### src/rtl/fifo_ctrl.sv
// fifo_ctrl: pointer, occupancy and flag controller for a single-clock FIFO.
// The memory is external. This block qualifies push/pop requests, tracks
// the read/write pointers and the word count, and reports overflow or
// underflow by moving to a sticky ERROR state.
//
// Request semantics: push_req/pop_req are requests, and push/pop are the
// grants. A grant is combinational in the same cycle, and the memory
// acts on it at the next rising edge.
module fifo_ctrl #(
  parameter int MEM_SIZE   = 8,
  parameter int PTR        = 3,
  parameter int AF_DEFAULT = 6,
  parameter int AE_DEFAULT = 2
) (
  input  logic           clk,
  input  logic           reset,
  input  logic           init,
  input  logic [PTR:0]   thr_hi,
  input  logic [PTR:0]   thr_lo,
  input  logic           push_req,
  input  logic           pop_req,
  output logic           push,
  output logic           pop,
  output logic [PTR-1:0] wr_ptr,
  output logic [PTR-1:0] rd_ptr,
  output logic [PTR:0]   count,
  output logic           full,
  output logic           empty,
  output logic           almost_full,
  output logic           almost_empty,
  output logic           error,
  output logic [1:0]     state
);

  typedef enum logic [1:0] {
    ST_INIT   = 2'd0,
    ST_IDLE   = 2'd1,
    ST_ACTIVE = 2'd2,
    ST_ERROR  = 2'd3
  } state_t;

  localparam logic [PTR:0] FULL_CNT = (PTR+1)'(MEM_SIZE);
  localparam logic [PTR:0] AF_RST   = (PTR+1)'(AF_DEFAULT);
  localparam logic [PTR:0] AE_RST   = (PTR+1)'(AE_DEFAULT);

  state_t         state_q, state_d;
  logic [PTR-1:0] wr_ptr_q, wr_ptr_d;
  logic [PTR-1:0] rd_ptr_q, rd_ptr_d;
  logic [PTR:0]   count_q, count_d;
  logic [PTR:0]   thr_hi_q, thr_hi_d;
  logic [PTR:0]   thr_lo_q, thr_lo_d;
  logic           error_q, error_d;

  logic run;      // transfers may be granted this cycle
  logic ovf;      // overflow condition on current inputs
  logic udf;      // underflow condition on current inputs
  logic err_evt;  // an overflow/underflow that actually traps

  // Flags are decoded purely from registered state.
  assign full         = (count_q == FULL_CNT);
  assign empty        = (count_q == '0);
  assign almost_full  = (count_q >= thr_hi_q);
  assign almost_empty = (count_q <= thr_lo_q);
  assign wr_ptr       = wr_ptr_q;
  assign rd_ptr       = rd_ptr_q;
  assign count        = count_q;
  assign error        = error_q;
  assign state        = state_q;

  // Request qualification: grants and error detection.
  // A push while full is legal only together with a pop (pass-through).
  always_comb begin
    ovf     = push_req & full & ~pop_req;
    udf     = pop_req & empty;
    run     = ((state_q == ST_IDLE) || (state_q == ST_ACTIVE)) & ~init;
    err_evt = run & (ovf | udf);
    push    = run & push_req & ~ovf & ~udf;
    pop     = run & pop_req & ~ovf & ~udf;
  end

  // Datapath next-state: pointers, count, thresholds, sticky error.
  always_comb begin
    wr_ptr_d = wr_ptr_q;
    rd_ptr_d = rd_ptr_q;
    count_d  = count_q;
    thr_hi_d = thr_hi_q;
    thr_lo_d = thr_lo_q;
    error_d  = error_q;
    if (init || (state_q == ST_INIT)) begin
      // Flush: init wins over any request in flight this cycle.
      wr_ptr_d = '0;
      rd_ptr_d = '0;
      count_d  = '0;
      error_d  = 1'b0;
    end else begin
      if (push) wr_ptr_d = wr_ptr_q + 1'b1;
      if (pop)  rd_ptr_d = rd_ptr_q + 1'b1;
      if (push && !pop)      count_d = count_q + 1'b1;
      else if (pop && !push) count_d = count_q - 1'b1;
      if (err_evt) error_d = 1'b1;
    end
    if (init) begin
      thr_hi_d = thr_hi;
      thr_lo_d = thr_lo;
    end
  end

  // FSM next-state: init has priority; ERROR is left only through init.
  always_comb begin
    state_d = state_q;
    if (init) begin
      state_d = ST_INIT;
    end else begin
      case (state_q)
        ST_INIT:   state_d = ST_IDLE;
        ST_IDLE: begin
          if (err_evt)   state_d = ST_ERROR;
          else if (push) state_d = ST_ACTIVE;
        end
        ST_ACTIVE: begin
          if (err_evt)              state_d = ST_ERROR;
          else if (count_d == '0)   state_d = ST_IDLE;
        end
        ST_ERROR:  state_d = ST_ERROR;
        default:   state_d = ST_INIT;
      endcase
    end
  end

  // State registers with asynchronous active-low reset.
  always_ff @(posedge clk or negedge reset) begin
    if (!reset) begin
      state_q  <= ST_INIT;
      wr_ptr_q <= '0;
      rd_ptr_q <= '0;
      count_q  <= '0;
      thr_hi_q <= AF_RST;
      thr_lo_q <= AE_RST;
      error_q  <= 1'b0;
    end else begin
      state_q  <= state_d;
      wr_ptr_q <= wr_ptr_d;
      rd_ptr_q <= rd_ptr_d;
      count_q  <= count_d;
      thr_hi_q <= thr_hi_d;
      thr_lo_q <= thr_lo_d;
      error_q  <= error_d;
    end
  end

endmodule

### config.mk
export PLATFORM = sky130hd
export DESIGN_NAME = fifo_ctrl
export DESIGN_NICKNAME = d
export VERILOG_FILES = /design/src/rtl/fifo_ctrl.sv
export SDC_FILE = /design/constraint.sdc
export NUM_CORES = 1
export LEC_CHECK = 0
export CORE_MARGIN = 2
export CORE_UTILIZATION = 54
export DETAILED_ROUTE_END_ITERATION = 6
export PLACE_DENSITY = 0.84
export SKIP_CTS_REPAIR_TIMING = 1
export SLEW_MARGIN = 30
export SYNTH_ARGS = -nofsm -noshare
export SYNTH_HDL_FRONTEND = slang
export SYNTH_SLANG_ARGS = --single-unit
### constraint.sdc
create_clock -name clk -period 4.7 [get_ports clk]
set_input_delay 0.94 -clock clk [delete_from_list [all_inputs] [get_ports clk]]
set_output_delay 0.94 -clock clk [all_outputs]
set_load 0.05 [all_outputs]
Word-level counts from Yosys, hierarchy flattened
Cells that the tools add are included.

Add/sub/neg operators: 4. Magnitude comparators: 2. Eq/ne operators: 6. Multiplexer cells: 15. Bitwise logic cells: 16. Reduce and logical (&&, ||, !) cells: 13.

Operators with widths (count): 3-bit 2-to-1 mux (4); 4-bit 2-to-1 mux (3); 1-bit AND (11); 2-bit 2-to-1 mux (5); 4-bit logical NOT (2); 2-bit one-hot mux with 4 select lines (1); 3-bit by 1-bit adder with 3-bit output, second input constant (2); 2-bit nonzero test (3); 4-bit by 1-bit adder with 4-bit output, second input constant (1); 2-bit equality test, second input constant (2); 4-bit equality test, second input constant (1); 4-bit >= comparator (1); 4-bit less-or-equal comparator (1); 4-bit by 3-bit != test with 1-bit output, second input constant (1); 4-bit != test, second input constant (1); 1-bit NOT (4); 4-bit by 1-bit subtractor with 4-bit output, second input constant (1); 2-bit by 1-bit equality test with 1-bit output, second input constant (1); 1-bit logical AND (2); 1-bit logical NOT (2); 2-bit logical NOT (1); 1-bit logical OR (2); 1-bit 2-to-1 mux (2); 2-bit AND reduction (1); 1-bit OR (1).

Register bits: 21. Input bits: 13. Output and inout bits: 19. Logic and storage cells: 63.

Logic depth before layout (Yosys ltp)
Gate-level depths: netlist (run 1).

Depth after elaboration: 16. Mapped depth: 8. Depth with buffers taken out: 8.

Worst setup path before layout (run 1)
OpenSTA, ideal clock, no wires.

Kind: register -> output. From: reg count_q[0], in the netlist count[0]. To: out pop. Arrival: 2.376 ns. Data required time: 3.760 ns. Setup slack: 1.384 ns. Cell stages (with the launch flop): 5. Path buffers: 0. Cells stage by stage: dfrtp_1 > inv_1 > ha_1 > nor3b_2 > nor2_1.

Elaborated cells on any way between the ends: 9. Classes of those cells: 1 x eq/ne; 7 x bitwise; 1 x reduce/logical.

RTL lines: from (decl) (RTL line 49) `logic [PTR:0] count_q, count_d;`; from (signal assigned) (RTL line 144) `count_q <= count_d;`; 4-bit logical NOT (RTL line 61) `assign empty = (count_q == '0);`; named net empty (RTL line 28) `output logic empty,`; 1-bit AND (RTL line 74) `udf = pop_req & empty;`; 1-bit NOT (RTL line 78) `pop = run & pop_req & ~ovf & ~udf;`; 1-bit AND (RTL line 78); to (decl) (RTL line 23) `output logic pop,`.

The timed path passes the listed nets, and every way through them passes these cells.

Worst setup path after layout (run 1)
From: in pop_req. To: out push.

Cells in the longest elaborated chain, start to end: 5. Elaborated cells on any way between the ends: 7. Classes of those cells: 7 x bitwise.

Ends and longest elaborated chain: from (decl) (RTL line 21) `input logic pop_req,`; 1-bit NOT (RTL line 73) `ovf = push_req & full & ~pop_req;`; 1-bit AND (RTL line 73); 1-bit NOT (RTL line 77) `push = run & push_req & ~ovf & ~udf;`; 1-bit AND (RTL line 77); 1-bit AND (*) (RTL line 77); to (decl) (RTL line 22) `output logic push,`.

Mark *: on every way between the ends. The rest lies on a longest branch, timed or not.

==> results of run 1 <==
==> layout by cell type (no fill, tap or decap), types with 2 or more instances in the layout <==
cell / n
xnor2_1: 5
mux2i_1: 3
nor3_1: 2
nor2_1: 16
dfrtp_1: 18
ha_1: 18
nand2b_1: 4
clkbuf_4: 3
clkdlybuf4s50_1: 30
o21ai_0: 8
inv_1: 17
xor2_1: 2
a41oi_1: 2
a21oi_1: 5
nand2_1: 9
dfstp_2: 3
nor2b_1: 4
mux2_2: 2
==> metrics by stage <==
step	hold WS (ns)	setup WS, ns
after floorplan	0.463	1.38
after global placement	0.476	0.950
after detailed placement	0.478	0.914
after CTS	0.503	0.912
after global routing	0.532	0.830
final	0.496	0.916
==> metal layers <==
layer,vias up,global-route usage,part of all wire
met1,555,0.259,0.46
li1,567,-,-
met5,-,0,0
met2,26,0.349,0.50
met3,4,0.0398,0.029
met4,0,0.0488,0.012
==> sequential cells by signal, indices dropped and copies added (netlist names) <==
register,cells
thr_hi_q,4
error,1
count,4
wr_ptr,3
thr_lo_q,4
rd_ptr,3
state,2
==> worst max path at each step <==
stage / from / to / slack, ns / cells past startpoint
after floorplan: count[0] / pop / 1.38 / 4
after global placement: init / pop / 0.95 / 5
after detailed placement: pop_req / push / 0.91 / 4
after CTS: pop_req / push / 0.91 / 4
after global routing: pop_req / push / 0.83 / 4
final: pop_req / push / 0.92 / 4
==> cell families (layout without fill, tap and decap cells) <==
logic type / count (synthesis) / in the layout
compound gates: 27 / 27
xor+xnor: 7 / 7
fa+ha+maj: 18 / 18
buf+inv: 20 / 53
simple gates: 47 / 47
mux: 6 / 6
flops: 21 / 21
==> layout make-up <==
class / count / area [µm²]
multi-input combinational: 105 / 816
fill: 186 / 692
sequential: 21 / 529
timing repair buffer: 32 / 313
inverter: 17 / 63.8
tap: 30 / 37.5
clock buffer: 4 / 26.3
==> power by group through the flow <==
stage / Combinational (W) / Sequential, W / Clock (W)
after floorplan: 0.000157 / 0.000248 / 0
after global placement: 0.000255 / 0.000217 / 0
after detailed placement: 0.000264 / 0.000218 / 0
after CTS: 0.000267 / 0.000215 / 0.0000896
after global routing: 0.000291 / 0.000218 / 0.0000989
final: 0.000266 / 0.000215 / 0.0000857
==> worst max-delay path: stages <==
cell and delay (ns):
clkdlybuf4s50_1 0.59, xnor2_1 0.17, o311a_1 0.30, clkdlybuf4s50_1 0.84
==> synthesized netlist by cell type <==
cell type / number
dfrtp_1: 18
nand3b_1: 1
a41o_1: 1
buf_1: 1
xor2_1: 2
mux2i_1: 3
nand2b_1: 4
o211ai_1: 1
o2111ai_1: 1
nor4bb_2: 1
mux2_2: 2
or2_1: 1
nor4bb_4: 1
o311a_1: 1
buf_2: 1
nand3_1: 1
clkbuf_1: 1
dfstp_2: 3
nor3b_2: 1
and2_1: 1
mux2_4: 1
o211a_1: 1
xnor2_1: 5
a22oi_1: 1
nand2_1: 9
a221oi_2: 1
a21oi_1: 5
a211oi_1: 1
and2_4: 1
a41oi_1: 2
a31oi_1: 1
and4_1: 1
ha_1: 18
inv_1: 17
nor3_1: 2
nor2_1: 16
o21ai_0: 8
and3b_1: 1
and2b_1: 1
o31ai_1: 1
or4_1: 1
nor2b_1: 4
o21bai_1: 1
o21a_1: 1
==> flow_summary_export.csv, run 1 <==
group,metric,value,unit
synthesis,synth_top_family_by_area,"simple AND/OR/NAND/NOR gates",
timing,fin_crit_sh,0.805,
power_and_ir_drop,power_frac_comb,0.469,
global_routing,grt_max_degree,22,
finish,final_cell_area,0.00179,mm²
synthesis,synth_compound_area_frac,0.132,
place,dp.cells,205,
place,io_buffer_count,31,
finish,final_core_util,0.721,
critical_path,r2r_start,"state[0]",
synthesis,synthMuxAreaShare,0.0475,
clock_network,numCtsBuffers,3,
flow_run,max_cap_viol_count,0,
synthesis,synth_area_per_cell,9.74,µm²
critical_path,cp.arrival,2.84,ns
route,wl,2960,µm
power_and_ir_drop,seq_power_share,0.379,
finish,syn_to_final_growth,25.6,%
timing,rsz0062_at_grt,"no",
place,placed_area,0.00176,mm²
critical_path,cp-start-kind,"input port",
route,vias,1152,
clock_network,cts_root_buf,"clkbuf_4",
route,post_drt_via_cell_ratio,5.51,
timing,finalSetupViolations,0,
power_and_ir_drop,ir_worst_vdd,0.275,mV
timing,final_hold_viol_count,0,
min_path,min-delay-start,"thr_lo_q[1]",
timing,maxSlewHeadroom,0.664,
critical_path,critical_path_class,"input port to output port",
synthesis,syn-num-nets,177,
route,ant_nets,0,
synthesis,seq_area_frac_synth,0.372,
power_and_ir_drop,fin_total_pwr,0.000567,W
critical_path,crit_fanout,6,
route,wl_per_cell,14.2,µm
place,hpwl,2290,µm
synthesis,syn-cell-area,0.00142,mm²
timing,fmax,0.264,GHz
synthesis,ys_seq_elements,21,
synthesis,yosys_warnings,0,
global_routing,grt_pass1_wl,5090,µm
die,num_io_pins,32,
route,drt_iter0_markers,48,
clock_network,cts_tree,"done",
route,drc,0,
finish,stdcell_count,209,
finish,diodes,0,
synthesis,synth_top_area_frac,0.317,
place,routabilityCongestion,0.802,
die,chipHeight,55.3,µm
synthesis,synth.area.top_cells,"dfrtp_1 (32%), ha_1 (16%), dfstp_2 (5.5%)",
synthesis,yosys.area.top_type,"dfrtp_1",
finish,layout-drive-gt1-share,0.0894,
critical_path,reg2reg_depth,8,
global_routing,first_global_vias,1159,
synthesis,synth_xor_area_frac,0.0431,
critical_path,worstPathRequired,3.76,ns
synthesis,synthSimpleGateAreaFrac,0.193,
clock_network,insertion_delay,0.30,ns
critical_path,reg2reg_to,"state[1]",
die,fp.dieArea,0.00306,mm²
min_path,hold-path-cell-count,2,
die,die_x,55.3,µm
timing,fin_skew,0.00841,ns
clock_network,clockBufferDepth,2,
timing,setup-tns-final,0,ns
timing,tightest_slew,0.502,ns
global_routing,grt_use_total,0.202,
synthesis,yosysUniqueCellTypes,44,
die,initial_utilization,0.574,
die,core_area,0.00248,mm²
min_path,hold_end,"thr_lo_q[1]",
min_path,hold_class,"register to register",
synthesis,netlist_instances,146,
power_and_ir_drop,switchingPower,0.000228,W
clock_network,h-tree-depth,1,
power_and_ir_drop,powerDensity,318,mW/mm²
power_and_ir_drop,clock_power_share,0.151,
power_and_ir_drop,leakagePower,0.853,nW
critical_path,ff2ff_setup_slack,2.05,ns
power_and_ir_drop,switching_share,0.402,
timing,slew_violations,0,
global_routing,antenna_found_initial,0,
route,drt_pass1_iterations,4,
critical_path,cp-end-kind,"output port",
global_routing,overflow,0,
clock_network,clk_pin_slew_worst_paths,0.10,ns
clock_network,cts.sinks,21,
status,status,"finished, final reports clean",
die,rows,18,
power_and_ir_drop,power.internal,0.000339,W
finish,num-nets-final,211,
synthesis,synthAdderAreaFrac,0.158,
timing,fin_crit,3.78,ns
No activity file was read; power rests on OpenSTA's default activity.
==> inputs of run 2 (changes only) <==
Settings changed: CORE_UTILIZATION 54 to 45, PLACE_DENSITY 0.84 to 0.75.
Clock period 4.7 ns to 3.1 ns, I/O delays scaled along.
==> run 2 against run 1 <==
- sequential share of layout area shrank 0.77 points
- global-route usage is 1.7 points lower
- via count down 1.6%
- sequential cell count unchanged
- die area up 18%
- critical endpoint is now full
- highest routed layer unchanged
==> flow_summary_export.csv, run 2 (synthesis gave the netlist of run 1 again) <==
group,metric,value,unit
status,status,"finished, final reports clean",
timing,slew_violations,0,
timing,fmax,0.341,GHz
power_and_ir_drop,leakagePower,0.885,nW
die,rows,20,
route,wl,2910,µm
die,core_area,0.00303,mm²
critical_path,cp_slowest_stage_delay,0.80,ns
timing,holdWs,0.238,ns
critical_path,critical_path_class,"register to output port",
route,drt_pass1_iterations,4,
global_routing,overflow,0,
global_routing,grt_pass1_wl,5000,µm
die,initial_utilization,0.469,
timing,rsz0062_at_grt,"no",
critical_path,critPathTopFamily,"buffers and inverters",
clock_network,cts.sinks,21,
finish,diodes,0,
finish,layout-drive-gt1-share,0.112,
timing,final_hold_viol_count,0,
critical_path,cp-start-kind,"register",
flow_run,max_cap_viol_count,0,
min_path,hold_class,"input port to asynchronous set/reset pin",
global_routing,grt_max_degree,22,
clock_network,cts_tree,"done",
die,chipHeight,60.2,µm
critical_path,crit_chain,"inv_1, ha_1, nand3b_1, inv_1, clkdlybuf4s50_1",
route,drt_iter0_markers,26,
die,fp.dieArea,0.00362,mm²
route,ant_nets,0,
timing,fin_crit,2.93,ns
clock_network,insertion_delay,0.31,ns
die,num_io_pins,32,
clock_network,clk_pin_slew_worst_paths,0.12,ns
clock_network,cts_root_buf,"clkbuf_4",
power_and_ir_drop,ir_worst_vdd,0.200,mV
global_routing,grt_use_total,0.185,
finish,syn_to_final_growth,29.0,%
timing,fin_skew,0.00523,ns
timing,setup-tns-final,0,ns
timing,finalSetupViolations,0,
timing,maxSlewHeadroom,0.659,
route,drc,0,
finish,num-fill-cells,259,
global_routing,antenna_found_initial,0,
place,io_buffer_count,31,
power_and_ir_drop,powerDensity,472,mW/mm²
critical_path,slowest_stage,"clkdlybuf4s50_1",
finish,mostFrequentLayoutCells,"clkdlybuf4s50_1 (25), ha_1 (18), dfrtp_1 (18)",
timing,fin_crit_sh,0.946,
critical_path,cp.arrival,2.31,ns
clock_network,numCtsBuffers,3,
global_routing,first_global_vias,1122,
route,vias,1133,
critical_path,cpMostUsedCell,"inv_1",
route,wl_per_cell,13.1,µm
critical_path,worstPathRequired,2.48,ns
route,post_drt_via_cell_ratio,5.08,
critical_path,critPathBufInv,3,
critical_path,crit_fanout,7,
clock_network,clockBufferDepth,2,
place,routabilityCongestion,0.840,
place,hpwl,2220,µm
finish,mostFrequentLayoutCell,"clkdlybuf4s50_1",
critical_path,cp-end-kind,"output port",
timing,tightest_slew,0.510,ns
clock_network,h-tree-depth,1,
finish,num-nets-final,211,
die,die_x,60.2,µm
-- run 2: area by class of cell --
type | instances | area [µm²] | share of cell area
clock buffers | 3 | 22.5 | 0.0123
inverters | 17 | 63.8 | 0.0348
flip-flops and latches | 21 | 529 | 0.289
clock inverters | 1 | 5.00 | 0.00273
well taps | 44 | 55.1 | 0.0300
repair buffers | 32 | 335 | 0.183
multi-input cells | 105 | 822 | 0.448
-- run 2: worst paths after layout --
check	depth (start not counted)	slack [ns]	end	startpoint
min in group clk	1	0.50	error	error
hold reg to reg	1	0.50	error	error
setup / recovery	5	0.17	full	count[0]
hold / removal	1	0.24	wr_ptr[2]	reset
setup reg to reg	8	0.47	state[1]	state[0]
max in group asynchronous	1	2.50	thr_hi_q[2]	reset
-- run 2: where the power goes --
part / switching [W] / internal (W)
Combinational: 0.000238 / 0.000167
Clock: 0.0000866 / 0.0000482
Sequential: 0.0000251 / 0.000300
Total: 0.000350 / 0.000516
-- run 2: stage by stage --
step           power, W   util  area [µm²]  setup WS (ns)  cells
2_1_floorplan  0.000616      -        1430          0.157    146
3_3_place_gp   0.000726  0.596        1810          0.273    219
3_5_place_dp   0.000737  0.596        1810          0.190    219
4_1_cts        0.000876  0.605        1830        -0.0597    223
5_1_grt        0.000928  0.605        1830         0.0557    223
6_report       0.000866  0.605        1830          0.168    223
-- run 2: metal layers --
layer | global-route usage | share of wire | up-vias
met2 | 0.290 | 0.46 | 21
met5 | 0 | 0 | -
met1 | 0.249 | 0.48 | 540
li1 | - | - | 565
met4 | 0.0984 | 0.020 | 0
met3 | 0.0195 | 0.032 | 7
